[src/rtl/imem_pkg.sv]
// Shared types for the instruction-memory arbiter: widths, arbiter states and
// the encoding of which requester owns the previous cycle's read.
package imem_pkg;

    localparam int IMEM_ADDR_W = 10;
    localparam int IMEM_DATA_W = 32;

    typedef enum logic [1:0] {
        FETCH_PRI = 2'd0,
        HOST_PRI  = 2'd1,
        HOST_LOCK = 2'd2
    } arb_state_e;

    typedef enum logic {
        GNT_FETCH = 1'b0,
        GNT_HOST  = 1'b1
    } grantee_e;

endpackage

[src/rtl/imem_arbiter_starve_counter.sv]
// Saturating count of denied host-request cycles. hit_o looks at the next
// value so the arbiter can switch priority on the same edge the limit is reached.
module starve_counter #(
    parameter int LIMIT = 8,
    parameter int CW    = $clog2(LIMIT + 1)
) (
    input  logic          clk,
    input  logic          rst_n,
    input  logic          inc_i,
    input  logic          clr_i,
    output logic [CW-1:0] cnt_o,
    output logic          hit_o
);

    logic [CW-1:0] cnt_q, cnt_d;

    always_comb begin
        cnt_d = cnt_q;
        if (clr_i) begin
            cnt_d = '0;
        end else if (inc_i && (cnt_q != CW'(LIMIT))) begin
            cnt_d = cnt_q + 1'b1;
        end
    end

    always_ff @(posedge clk or negedge rst_n) begin
        if (!rst_n) begin
            cnt_q <= '0;
        end else begin
            cnt_q <= cnt_d;
        end
    end

    assign cnt_o = cnt_q;
    assign hit_o = (cnt_d == CW'(LIMIT));

endmodule

[src/rtl/imem_arbiter.sv]
// Shares the single-port instruction memory between fetch (read-only) and the
// host loader. Fetch has priority; starvation and lock modes guarantee host progress.
module imem_arbiter
    import imem_pkg::*;
#(
    parameter int ADDR_W     = IMEM_ADDR_W,
    parameter int DATA_W     = IMEM_DATA_W,
    parameter int STARVE_LIM = 8
) (
    input  logic              clk,
    input  logic              rst_n,
    input  logic              f_req_i,
    input  logic [ADDR_W-1:0] f_addr_i,
    output logic              f_gnt_o,
    output logic              f_rvalid_o,
    output logic [DATA_W-1:0] f_rdata_o,
    input  logic              h_req_i,
    input  logic              h_we_i,
    input  logic              h_lock_i,
    input  logic [ADDR_W-1:0] h_addr_i,
    input  logic [DATA_W-1:0] h_wdata_i,
    output logic              h_gnt_o,
    output logic              h_rvalid_o,
    output logic [DATA_W-1:0] h_rdata_o,
    output logic [ADDR_W-1:0] mem_addr_o,
    output logic              mem_we_o,
    output logic [DATA_W-1:0] mem_wdata_o,
    input  logic [DATA_W-1:0] mem_rdata_i,
    output logic              f_stall_o
);

    localparam int CW = $clog2(STARVE_LIM + 1);

    arb_state_e    state_q, state_d;
    grantee_e      grantee_q, grantee_d;
    logic          rd_vld_q, rd_vld_d;
    logic          starve_inc, starve_clr, starve_hit;
    logic [CW-1:0] starve_cnt;

    starve_counter #(
        .LIMIT (STARVE_LIM),
        .CW    (CW)
    ) u_starve (
        .clk   (clk),
        .rst_n (rst_n),
        .inc_i (starve_inc),
        .clr_i (starve_clr),
        .cnt_o (starve_cnt),
        .hit_o (starve_hit)
    );

    // Grants and counter control; kept apart from next-state so the counter's
    // look-ahead hit does not form a combinational loop through one process.
    always_comb begin
        f_gnt_o    = 1'b0;
        h_gnt_o    = 1'b0;
        starve_inc = 1'b0;
        starve_clr = 1'b0;
        unique case (state_q)
            FETCH_PRI: begin
                f_gnt_o    = f_req_i;
                h_gnt_o    = h_req_i & ~f_req_i;
                starve_inc = h_req_i & ~h_gnt_o;
                starve_clr = h_gnt_o;
            end
            HOST_PRI: begin
                h_gnt_o    = h_req_i;
                f_gnt_o    = f_req_i & ~h_req_i;
                starve_clr = 1'b1;
            end
            HOST_LOCK: begin
                h_gnt_o    = h_req_i;
                starve_clr = h_req_i;
            end
            default: ;
        endcase
    end

    always_comb begin
        state_d = state_q;
        unique case (state_q)
            FETCH_PRI: begin
                if (h_gnt_o && h_lock_i) begin
                    state_d = HOST_LOCK;
                end else if (starve_hit) begin
                    state_d = HOST_PRI;
                end
            end
            HOST_PRI:  state_d = (h_req_i && h_lock_i) ? HOST_LOCK : FETCH_PRI;
            HOST_LOCK: state_d = h_lock_i ? HOST_LOCK : FETCH_PRI;
            default:   state_d = FETCH_PRI;
        endcase
    end

    assign rd_vld_d  = f_gnt_o | (h_gnt_o & ~h_we_i);
    assign grantee_d = h_gnt_o ? GNT_HOST : GNT_FETCH;

    always_ff @(posedge clk or negedge rst_n) begin
        if (!rst_n) begin
            state_q   <= FETCH_PRI;
            grantee_q <= GNT_FETCH;
            rd_vld_q  <= 1'b0;
        end else begin
            state_q   <= state_d;
            grantee_q <= grantee_d;
            rd_vld_q  <= rd_vld_d;
        end
    end

    assign mem_addr_o  = h_gnt_o ? h_addr_i : f_addr_i;
    // Grants stay combinational in reset, so the write strobe is gated explicitly.
    assign mem_we_o    = h_gnt_o & h_we_i & rst_n;
    assign mem_wdata_o = h_wdata_i;

    assign f_rvalid_o  = rd_vld_q & (grantee_q == GNT_FETCH);
    assign h_rvalid_o  = rd_vld_q & (grantee_q == GNT_HOST);
    assign f_rdata_o   = mem_rdata_i;
    assign h_rdata_o   = mem_rdata_i;
    assign f_stall_o   = f_req_i & ~f_gnt_o;

endmodule

[config.mk]
export PLATFORM = sky130hd
export DESIGN_NAME = imem_arbiter
export DESIGN_NICKNAME = d
export VERILOG_FILES = /design/src/rtl/imem_pkg.sv /design/src/rtl/imem_arbiter_starve_counter.sv /design/src/rtl/imem_arbiter.sv
export SDC_FILE = /design/constraint.sdc
export NUM_CORES = 1
export LEC_CHECK = 0
export BUFFER_PORTS_ARGS = -buffer_cell sky130_fd_sc_hd__buf_4
export CELL_PAD_IN_SITES_DETAIL_PLACEMENT = 2
export CELL_PAD_IN_SITES_GLOBAL_PLACEMENT = 2
export CORE_MARGIN = 1
export CORE_UTILIZATION = 13
export CTS_BUF_LIST = sky130_fd_sc_hd__clkbuf_16
export CTS_CLUSTER_DIAMETER = 40
export DETAILED_ROUTE_END_ITERATION = 6
export GPL_ROUTABILITY_DRIVEN = 0
export PLACE_DENSITY = 0.81
export SLEW_MARGIN = 20
export SYNTH_ARGS = -nofsm -noshare
export SYNTH_HDL_FRONTEND = slang
export SYNTH_SLANG_ARGS = --single-unit
[constraint.sdc]
create_clock -name clk -period 2.5 [get_ports clk]
set_input_delay 0.625 -clock clk [delete_from_list [all_inputs] [get_ports clk]]
set_output_delay 0.625 -clock clk [all_outputs]
set_load 0.02 [all_outputs]
# Word-level counts from Yosys, hierarchy flattened
# Index checks and enable logic that the tools add are counted.
# word_totals
register_bits	8
elab_cells	44
# op_classes
addsub	1
n_eq_ne	5
mux	13
bitwise_logic	16
reduce_logical	5
# op_table
op	n
two-way mux 10 bit	1
bitwise AND 1 bit	9
two-way mux 2 bit	4
two-way mux 4 bit	2
NOT 1 bit	6
one-hot mux 2 bit (3 select lines)	1
adder 4 x 1 -> 4 bit (second input constant)	1
== test 4 bit (second input constant)	1
inequality test 4 bit (second input constant)	1
one-hot mux 1 bit (2 select lines)	2
logical AND 1 bit	3
inequality test 3 bit (second input constant)	1
one-hot mux 1 bit (3 select lines)	1
== test 2 x 1 -> 1 bit (second input constant)	1
== test 2 bit (second input constant)	1
logical NOT 2 bit	1
two-way mux 1 bit	2
OR reduction 2 bit	1
bitwise OR 1 bit	1

# Depth between registers and ports, before layout
# logic_depth
depth_word	12
depth_mapped	8
mapped_depth_nobuf	7

# Cells and area by module
# Synthesis repeated with hierarchy kept, for this count alone.
# hier_totals
cells_unflattened	171
hier_area_um2	1463.9
# modules_own_cells
mod	n_inst	cells_per_inst	area_per_inst_um2	seq_area_each_um2
imem_arbiter	1	146	1217.4	100.1
starve_counter	1	25	246.5	100.1

# Worst setup path before layout
# No wires, ideal clock.
# synth_timing
path_kind	register -> output
start	reg state_q[0]
end	out mem_addr_o[0]
t_arrival_ns	1.701
t_required_ns	1.875
setup_slack_ns	0.174
stages_incl_launch_ff	8
n_path_buf	1
path_cell_list	dfrtp_1 ha_1 nand2b_1 o21bai_1 inv_1 clkbuf_1 nand2_1 nand2_1
# synth_between
elab_chain_len	4
elab_cells_between_ends	6
cone_classes	eq/ne: 2; mux: 2; reduce/logical: 2
# synth_rtl
item	line	source
start: declaration	imem_arbiter.sv:34	arb_state_e state_q, state_d;
start signal: assignment	imem_arbiter.sv:104	state_q <= state_d;
== test 2 bit or == test 2 x 1 -> 1 bit (tied branches)	imem_arbiter.sv:59	unique case (state_q)
OR reduction 2 bit (no line)	--	
one-hot mux 1 bit (2 select lines) (*)	imem_arbiter.sv:59	
named net h_gnt_o	imem_arbiter.sv:22	output logic h_gnt_o,
two-way mux 10 bit (*)	imem_arbiter.sv:110	assign mem_addr_o = h_gnt_o ? h_addr_i : f_addr_i;
end: declaration	imem_arbiter.sv:25	output logic [ADDR_W-1:0] mem_addr_o,
# The timed path passes the listed nets; every way through them passes the cells marked *.

# Worst setup path after layout
# layout_timing
start	reg state_q[1]
end	out mem_we_o
# layout_between
elab_chain_len	5
elab_cells_between_ends	7
cone_classes	eq/ne: 2; mux: 1; bitwise: 2; reduce/logical: 2
# layout_rtl
item	line	source
== test 2 bit or == test 2 x 1 -> 1 bit (tied branches)	imem_arbiter.sv:59	
OR reduction 2 bit (no line)	--	
one-hot mux 1 bit (2 select lines) (*)	imem_arbiter.sv:59	
bitwise AND 1 bit (*) (2 in series)	imem_arbiter.sv:112	assign mem_we_o = h_gnt_o & h_we_i & rst_n;
end: declaration	imem_arbiter.sv:26	output logic mem_we_o,
# Every way passes the cells marked *; elsewhere a longest branch is shown, timed or not.

==> impl_metrics.py <==
metrics = {
    "status": {
        "status": "complete, no violations",
    },
    "global_routing": {
        "antenna_found_initial": 0,
        "grt_pass1_vias": 1035,
        "grt_start_max_net_pins": 14,
        "grt_usage_pct": 5.87,
        "grt_overflow": 0,
        "grt_pass1_wl_um": 5110,
    },
    "drt": {
        "wl_per_cell_um": 11.9,
        "via_count": 887,
        "via_per_inst": 3.17,
        "wl_um": 3340,
        "ant_nets": 0,
        "drt_iter0_markers": 23,
        "firstDrtPassIters": 3,
        "drcViolationCount": 0,
    },
    "power": {
        "ir_drop_mv": 0.131,
        "total_power_mw": 1.05,
        "p_per_area_nw_per_um2": 801,
        "p_leak_nw": 0.641,
    },
    "sta": {
        "hold_viol_final": 0,
        "period_needed_ns": 2.42,
        "final_max_slew_viol_count": 0,
        "timing.final.crit_share_pct": 97.0,
        "setup_ws_ns": 0.0758,
        "relSlewSlack_pct": 75.9,
        "holdWs_ns": 0.214,
        "tightestPinTransition_ns": 0.352,
        "setup_viol": 0,
        "fmax_ghz": 0.413,
        "finClkSkew_ns": 0.000168,
    },
    "synth": {
        "synth_cell_types": 30,
        "yosys_warnings": 0,
        "syn-instance-count": 192,
        "syn-cell-area_um2": 1420,
        "synth.avg_cell_area_um2": 7.38,
        "ys_ff_latch": 8,
        "seq_area_frac_synth_pct": 14.1,
        "synth_nets": 288,
    },
    "cts": {
        "tritoncts": "done",
        "root_buffer": "clkbuf_16",
        "htreeDepth": 1,
        "insertion_delay_ns": 0.23,
        "clockBufferDepth": 2,
        "clk_pin_slew_ns": 0.04,
        "cts_made_buffers": 3,
        "clock_sinks": 8,
        "hold_buffers": 0,
    },
    "floorplan": {
        "core_area_um2": 10500,
        "start_util_pct": 13.5,
        "die_h_um": 106,
        "die_x_um": 106,
        "fp-row-count": 37,
        "io_pins": 202,
        "dieArea_um2": 11300,
    },
    "critical_path": {
        "critPathMaxFanout": 7,
        "crit_type": "reg -> out",
        "worstPathRequired_ns": 1.88,
        "end_kind": "output pin",
        "start_kind": "register",
        "critPathArrivalTime_ns": 1.80,
    },
    "place": {
        "pre_cts_ws_ns": 0.209,
        "portBuffers": 41,
        "dp.cells": 273,
        "place_hpwl_um": 2620,
    },
    "job": {
        "cap_viol_max_count": 0,
    },
    "cells_and_area": {
        "drive_gt1_share_pct": 41.0,
        "n_antenna_cell": 0,
        "areaGrowthSynthToFinish_pct": -7.68,
        "final_util_pct": 12.5,
        "final-instance-count-excl-fill": 280,
        "nNetsFinal": 242,
    },
    "min_path": {
        "min_path_type": "in -> async",
    },
}
synthesized netlist by cell type:
| cell | count | area (µm²) |
|---|---|---|
| o21ai_0 | 2 | 10.0 |
| inv_1 | 10 | 37.5 |
| dfrtp_1 | 8 | 200 |
| buf_4 | 96 | 721 |
| nand3_1 | 1 | 5.00 |
| a21boi_1 | 1 | 7.51 |
| nand2_1 | 31 | 116 |
| nor2b_1 | 2 | 12.5 |
| o21bai_1 | 1 | 7.51 |
| mux2_1 | 1 | 11.3 |
| o21a_1 | 1 | 7.51 |
| nand2b_1 | 1 | 6.26 |
| a21oi_2 | 1 | 8.76 |
| mux2i_1 | 2 | 20.0 |
| nor3_1 | 2 | 10.0 |
| or4_1 | 1 | 7.51 |
| xor2_1 | 1 | 8.76 |
| a2111oi_0 | 1 | 8.76 |
| o22ai_1 | 1 | 6.26 |
| nor2_1 | 8 | 30.0 |
| and3_1 | 1 | 6.26 |
| and2_1 | 2 | 12.5 |
| nor2_2 | 1 | 6.26 |
| o21bai_2 | 1 | 11.3 |
| o31ai_1 | 2 | 15.0 |
| xnor2_1 | 3 | 26.3 |
| clkbuf_1 | 2 | 7.51 |
| ha_1 | 6 | 75.1 |
| nand3_2 | 1 | 10.0 |
| a21oi_1 | 1 | 5.00 |
final cells by class:
class / instances / area [µm²]
multi-input combinational: 76 / 469
clock buffer: 3 / 75.1
timing repair buffer: 47 / 357
sequential: 8 / 200
inverter: 10 / 37.5
fill: 1264 / 9150
tap: 136 / 170
flip-flops by register name (all words and copies together), names as in the netlist:
| signal | cells |
|---|---|
| state_q | 2 |
| rd_vld_q | 1 |
| u_starve.cnt_o | 4 |
| grantee_q | 1 |
cell families after synthesis:
family	after synthesis	share of synthesized area, %
AND/OR/NAND/NOR	51	15.7
buffers and inverters	108	54.0
AO/OA/AOI/OAI	12	6.18
multiplexers	3	2.21
adder cells (fa/ha/maj)	6	5.30
flip-flops	8	14.1
XOR/XNOR	4	2.47
repair_timing:
action                                  in CTS  in global routing
endpoints found under the setup margin       1                 11
gates resized for setup                      1                  8
gates cloned                                 0                  1
pin swaps                                    1                  1
buffers inserted                             2                  1
worst max-delay path: stages, from the launching register on:
cell and delay [ns]:
dfrtp_1 0.40, inv_2 0.08, ha_4 0.17, nor2b_2 0.15
o21bai_1 0.17, inv_1 0.11, buf_6 0.15, and3_1 0.19
buf_4 0.16
stage by stage:
stage,setup TNS [ns],area (µm²)
finish,0,1310
floorplan,0,1420
detailed placement,0,1180
CTS,0,1270
global route,-0.0215,1310
global placement,0,1180
cell usage in the layout, fill, tap and decap left out, types with 2 or more instances in the layout:
| cell type | synthesis | routed |
|---|---|---|
| o21ai_0 | 2 | 2 |
| nand2_1 | 31 | 31 |
| inv_1 | 10 | 8 |
| nor3_1 | 2 | 2 |
| inv_2 | 0 | 2 |
| and2_1 | 2 | 2 |
| mux2i_1 | 2 | 2 |
| ha_1 | 6 | 4 |
| buf_4 | 96 | 46 |
| o31ai_1 | 2 | 2 |
| clkbuf_16 | 0 | 3 |
| dfrtp_1 | 8 | 8 |
| nor2_1 | 8 | 8 |
| xnor2_1 | 3 | 3 |
per-layer routing:
| metal | global-route usage [%] | wire length [µm] | up-vias |
|---|---|---|---|
| li1 | - | - | 405 |
| met1 | 4.98 | 1010 | 420 |
| met2 | 10.9 | 1830 | 42 |
| met3 | 1.53 | 322 | 20 |
| met4 | 5.77 | 178 | 0 |
| met5 | 0 | 0 | - |
path summary, 6_finish.rpt:
check	start	end	slack, ns	depth (start not counted)
worst min-delay path	rst_n	state_q[1]	0.21	1
min in group clk	state_q[1]	state_q[1]	0.58	1
worst max-delay path	state_q[1]	mem_we_o	0.08	8
worst min register to register	state_q[1]	state_q[1]	0.58	1
worst max register to register	state_q[1]	state_q[1]	0.45	7
max in group asynchronous	rst_n	rd_vld_q	2.15	1
report_power, final:
group / internal (mW) / switching (mW)
clock network: 0.206 / 0.0616
registers: 0.162 / 0.0375
logic: 0.258 / 0.323
total: 0.626 / 0.422
No activity file was read; power rests on OpenSTA's default activity.
